===== config.mk =====
export PLATFORM = sky130hd
export DESIGN_NAME = nes_pad_reader
export DESIGN_NICKNAME = d
export VERILOG_FILES = /design/src/rtl/nes_pad_reader.sv
export SDC_FILE = /design/constraint.sdc
export NUM_CORES = 1
export LEC_CHECK = 0
export CAP_MARGIN = 20
export CORE_ASPECT_RATIO = 0.5
export CORE_MARGIN = 5
export CORE_UTILIZATION = 47
export DETAILED_ROUTE_END_ITERATION = 10
export PLACE_DENSITY = 0.7
export SKIP_LAST_GASP = 1
export SYNTH_ARGS = -nofsm -noshare
export SYNTH_HDL_FRONTEND = slang
export SYNTH_SLANG_ARGS = --single-unit

===== constraint.sdc =====
create_clock -name i_clock -period 1.61 [get_ports i_clock]
set_input_delay 0.4025 -clock i_clock [delete_from_list [all_inputs] [get_ports i_clock]]
set_output_delay 0.4025 -clock i_clock [all_outputs]
set_load 0.02 [all_outputs]

===== src/rtl/nes_pad_reader.sv =====
// nes_pad_reader: serial game-pad reader driving a shared LATCH/PULSE pair to
// NUM_PADS pads, each returning NUM_BITS active-low bits on its own DATA line.
// The finished scan of every pad is published together in the DONE cycle.
//
// state      | meaning
// -----------+--------------------------------------------------------------
// S_IDLE     | waiting for START or AUTO; all pad lines low
// S_LATCH_HI | LATCH high for two half periods
// S_LATCH_LO | LATCH low for one half period; bit 0 sampled in last cycle
// S_PULSE_HI | PULSE high for one half period
// S_PULSE_LO | PULSE low for one half period; bit r_bit sampled in last cycle
// S_DONE     | one cycle: BUTTONS/PRESSED updated, VALID high
module nes_pad_reader #(
    parameter int NUM_PADS    = 2,
    parameter int NUM_BITS    = 8,
    parameter int HALF_PERIOD = 162
) (
    input  logic                         i_clock,
    input  logic                         i_reset,
    input  logic                         i_start,
    input  logic                         i_auto,
    input  logic [NUM_PADS-1:0]          i_data,
    output logic                         o_latch,
    output logic                         o_pulse,
    output logic [NUM_PADS*NUM_BITS-1:0] o_buttons,
    output logic [NUM_PADS*NUM_BITS-1:0] o_pressed,
    output logic                         o_valid,
    output logic                         o_busy
);

    localparam int PW = (HALF_PERIOD > 1) ? $clog2(HALF_PERIOD) : 1;
    localparam int BW = (NUM_BITS > 1) ? $clog2(NUM_BITS) : 1;
    localparam int TW = NUM_PADS * NUM_BITS;
    localparam logic [PW-1:0] PRESC_LAST = PW'(HALF_PERIOD - 1);
    localparam logic [BW-1:0] BIT_LAST   = BW'(NUM_BITS - 1);

    typedef enum logic [2:0] {
        S_IDLE     = 3'd0,
        S_LATCH_HI = 3'd1,
        S_LATCH_LO = 3'd2,
        S_PULSE_HI = 3'd3,
        S_PULSE_LO = 3'd4,
        S_DONE     = 3'd5
    } state_t;

    state_t          r_state;
    state_t          w_next_state;
    logic [PW-1:0]   r_presc;
    logic            r_latch_second;
    logic [BW-1:0]   r_bit;
    logic [TW-1:0]   r_capture;
    logic [TW-1:0]   r_buttons;
    logic [TW-1:0]   r_pressed;
    logic [TW-1:0]   w_capture_next;
    logic            w_phase_end;
    logic            w_request;
    logic            w_start_scan;
    logic            w_sample;
    logic            w_finish;

    assign w_phase_end = (r_presc == PRESC_LAST);
    assign w_request   = i_start | i_auto;

    // State register.
    always_ff @(posedge i_clock) begin
        if (i_reset) begin
            r_state <= S_IDLE;
        end else begin
            r_state <= w_next_state;
        end
    end

    // Next-state decode plus the sample/finish/start events it implies.
    always_comb begin
        w_next_state = r_state;
        w_start_scan = 1'b0;
        w_sample     = 1'b0;
        w_finish     = 1'b0;
        case (r_state)
            S_IDLE: begin
                if (w_request) begin
                    w_next_state = S_LATCH_HI;
                    w_start_scan = 1'b1;
                end
            end
            S_LATCH_HI: begin
                if (w_phase_end && r_latch_second) begin
                    w_next_state = S_LATCH_LO;
                end
            end
            S_LATCH_LO: begin
                if (w_phase_end) begin
                    w_sample = 1'b1;
                    if (NUM_BITS == 1) begin
                        w_next_state = S_DONE;
                        w_finish     = 1'b1;
                    end else begin
                        w_next_state = S_PULSE_HI;
                    end
                end
            end
            S_PULSE_HI: begin
                if (w_phase_end) begin
                    w_next_state = S_PULSE_LO;
                end
            end
            S_PULSE_LO: begin
                if (w_phase_end) begin
                    w_sample = 1'b1;
                    if (r_bit == BIT_LAST) begin
                        w_next_state = S_DONE;
                        w_finish     = 1'b1;
                    end else begin
                        w_next_state = S_PULSE_HI;
                    end
                end
            end
            S_DONE: begin
                if (w_request) begin
                    w_next_state = S_LATCH_HI;
                    w_start_scan = 1'b1;
                end else begin
                    w_next_state = S_IDLE;
                end
            end
            default: begin
                w_next_state = S_IDLE;
            end
        endcase
    end

    // Capture register with the current bit of every pad merged in; the
    // bit loop keeps all indices constant so no wide variable select is built.
    always_comb begin
        w_capture_next = r_capture;
        for (int p = 0; p < NUM_PADS; p++) begin
            for (int k = 0; k < NUM_BITS; k++) begin
                if (BW'(k) == r_bit) begin
                    w_capture_next[p*NUM_BITS + k] = ~i_data[p];
                end
            end
        end
    end

    // Prescaler, latch phase counter, bit index, capture and published results.
    always_ff @(posedge i_clock) begin
        if (i_reset) begin
            r_presc        <= '0;
            r_latch_second <= 1'b0;
            r_bit          <= '0;
            r_capture      <= '0;
            r_buttons      <= '0;
            r_pressed      <= '0;
        end else begin
            if (w_start_scan) begin
                r_presc        <= '0;
                r_latch_second <= 1'b0;
                r_bit          <= '0;
                r_capture      <= '0;
            end else if (o_busy) begin
                r_presc <= w_phase_end ? '0 : r_presc + 1'b1;
                if (r_state == S_LATCH_HI && w_phase_end) begin
                    r_latch_second <= ~r_latch_second;
                end
            end
            if (w_sample) begin
                r_capture <= w_capture_next;
                r_bit     <= w_finish ? '0 : r_bit + 1'b1;
            end
            // Results are loaded on the edge into DONE so they are visible
            // together with VALID; PRESSED lasts only that one cycle.
            if (w_finish) begin
                r_buttons <= w_capture_next;
                r_pressed <= w_capture_next & ~r_buttons;
            end else begin
                r_pressed <= '0;
            end
        end
    end

    assign o_latch   = (r_state == S_LATCH_HI);
    assign o_pulse   = (r_state == S_PULSE_HI);
    assign o_valid   = (r_state == S_DONE);
    assign o_busy    = (r_state == S_LATCH_HI) || (r_state == S_LATCH_LO) ||
                       (r_state == S_PULSE_HI) || (r_state == S_PULSE_LO);
    assign o_buttons = r_buttons;
    assign o_pressed = r_pressed;

endmodule

==> flow_summary.yaml <==
routing:
  drc: 0
  num_vias: 2835
  routedWlPerCell_microns: 18.8
  drt-total-wl_mm: 9.41
  dr.first_iter.drc_count: 125
  drt.antenna.violating_nets: 0
  viasPerCell: 5.65
  first_pass_iters: 4
global_route:
  grt_first_pass_wirelength_mm: 14.1
  grt_pass1_vias: 2896
  track_usage: 0.229
  antenna_found_initial: 0
  grt_max_degree: 19
  grt_overflow: 0
sta:
  timing.fmax_mhz: 576
  setup-violations-final: 52
  hold_viol: 0
  finalMaxSlewViolations: 0
  finalClockSkew_ns: 0.00665
  layout_setup_ws_ns: -0.126
  slew-limit-headroom: 0.756
  post-route-period-util: 1.08
  tightest_slew_ns: 0.361
  rsz0062_at_grt: "true"
  period_minus_slack_ns: 1.74
  fin_tns_setup_ns: -2.93
floorplan:
  rows: 20
  die_h_microns: 65.4
  die_w_microns: 121
  dieArea_sq_um: 7890
  fp.coreArea_sq_um: 6010
  io_pins: 42
  initial_core_util: 0.480
cells_and_area:
  fin_nets: 435
  utilization: 0.785
  drive_gt1_frac: 0.461
  syn_to_final_growth_pct: 63.7
  insertedDiodeCount: 0
logic_synthesis:
  yosysMostFrequentCell: "dfxtp_1"
  yosysSeqAreaShare: 0.438
  synth_top_cell_area_share: 0.438
  synth-edff-count: 0
  async_flop_share: 0
  ys_ff_latch: 63
  syn_nets: 332
  yosysUniqueCellTypes: 44
  netlist_area_sq_um: 2880
  synth-main-ff-cell: "dfxtp_1"
  synth_area_leaders: "dfxtp_1 (44%), a21oi_1 (5.9%), o32ai_1 (4.3%), ha_1 (3.9%), nand2_1 (3.4%)"
  yosys_warnings: 0
  postSynthCellCount: 317
  synth_top_cell_by_area: "dfxtp_1"
  synth_common_cells: "dfxtp_1 (63), a21oi_1 (34), nand2_1 (26)"
  synth.avg_cell_area_sq_um: 9.09
clocking:
  cts_root_buf: "clkbuf_16"
  htree_levels: 3
  cts_tree: "done"
  insertion_delay_ns: 0.34
  clock_sinks: 63
  numCtsBuffers: 9
  cts.clk_slew.worst_paths_ns: 0.06
  cts_buffer_depth: 2
hold_path:
  hp-start: "o_buttons[14]$_SDFFE_PP0P_"
  hp-class: "flop to flop"
placement:
  dpl.hpwl_mm: 5.02
  place_ws_ns: -0.353
  portBuffers: 41
  globalplace.congestion: 0.841
worst_setup_path:
  r2r-end: "o_buttons[4]$_SDFFE_PP0P_"
  crit_required_ns: 1.87
  crit_type: "flop to flop"
  crit_path_end: "o_buttons[4]$_SDFFE_PP0P_"
  worstSetupStartpoint: "r_presc[1]$_SDFFE_PP0P_"
  crit_path_start_kind: "flop"
  r2r_cells: 7
  r2r_slack_ns: -0.13
  arrival_ns: 2.00
  rr_startpoint: "r_presc[1]$_SDFFE_PP0P_"
  crit_path_max_fanout: 14
  endpoint_kind: "flop"
run_status:
  violations: "setup timing"
  outcome: "finished, violations left"
job:
  maxCapViolCount: 0
power_and_ir_drop:
  power_leakage_nw: 1.76
  powerDensity_nw_per_um2: 794
  total_power_mw: 3.75
  vdd_drop_max_mv: 0.592
[cell families (layout without fill, tap and decap cells)]
kind of cell / count (synthesis) / after routing / synth area share
flip-flops: 63 / 63 / 0.438
multiplexers: 6 / 6 / 0.0234
XOR/XNOR: 8 / 8 / 0.0243
buffers and inverters: 41 / 149 / 0.0669
AND/OR/NAND/NOR: 106 / 106 / 0.213
adder cells (fa/ha/maj): 9 / 9 / 0.0391
AO/OA/AOI/OAI: 84 / 84 / 0.195
[layout make-up]
cell class / instances / area (sq um)
sequential: 63 / 1270
tap: 77 / 96.3
timing repair buffer: 112 / 1050
fill: 346 / 1290
inverter: 21 / 81.3
multi-input combinational: 213 / 1930
clock buffer: 10 / 229
clock inverter: 6 / 61.3
[layout by cell type (no fill, tap or decap), types with 4 or more instances in the layout]
cell type,synthesis,routed
a211oi_2,0,5
a21o_1,9,8
a21oi_1,34,30
a21oi_2,0,4
a311o_1,6,6
buf_4,0,53
buf_6,4,15
clkbuf_16,0,9
clkdlybuf4s50_1,0,4
dfxtp_1,63,56
dfxtp_2,0,5
dlygate4sd2_1,0,33
ha_1,9,4
inv_1,21,16
inv_2,0,4
mux2_2,6,6
nand2_1,26,25
nand2b_1,12,12
nand3_1,5,5
nor2_1,16,10
nor2_2,0,4
nor2b_4,0,4
nor3_2,8,6
nor3_4,1,9
o21ai_2,0,5
o32ai_2,0,12
or2_2,8,6
xnor2_1,5,5
[power breakdown]
part | leakage (nW) | total, mW | internal, mW | switching, mW
logic | 1.11 | 0.265 | 0.130 | 0.135
clock network | 0.142 | 1.92 | 1.19 | 0.725
registers | 0.511 | 1.56 | 1.56 | 0.00367
[how the worst min path moves through the flow]
stage	to	slack (ns)	depth (start not counted)
after CTS	o_pressed[14]$_SDFF_PP0_	0.44	1
final	o_pressed[14]$_SDFF_PP0_	0.44	1
after detailed placement	o_pressed[14]$_SDFF_PP0_	0.44	1
after floorplan	r_capture[3]$_SDFFE_PP0P_	0.45	2
after global routing	o_pressed[14]$_SDFF_PP0_	0.46	1
after global placement	o_pressed[2]$_SDFF_PP0_	0.44	1
[worst max-delay path, stage by stage, from the launching register on]
cell and delay, ns:
dfxtp_2 0.32, inv_2 0.06, ha_4 0.12, and4b_2 0.30
nand4_4 0.16, buf_6 0.19, a311o_1 0.34, a21oi_1 0.16
[stage by stage]
step	hold slack (ns)	cell area, sq um	std cells
floorplan	0.449	2940	317
detailed placement	0.438	3720	466
global route	0.457	4720	502
global placement	0.436	3720	466
CTS	0.438	4410	498
finish	0.444	4720	502
[routing by layer]
metal,vias up,global-route usage,wire (microns)
li1,1328,-,-
met1,1381,0.261,3910
met2,107,0.389,4780
met3,19,0.0825,575
met4,0,0.107,150
met5,-,0,0
[state kept, by name (all words and copies together) (netlist names)]
name and cells:
r_presc 8, o_pressed 16, o_buttons 16, r_capture 16, r_latch_second 1, r_bit 3
r_state 3
[timing repair]
action                                  4_1_cts  5_1_grt
setup buffers                                12        5
endpoints found under the setup margin       94       66
resized for setup                           118       66
pin swaps                                    13       36
hold buffers                                  0        0
cloned                                        4        0
No activity file was read; power rests on OpenSTA's default activity.
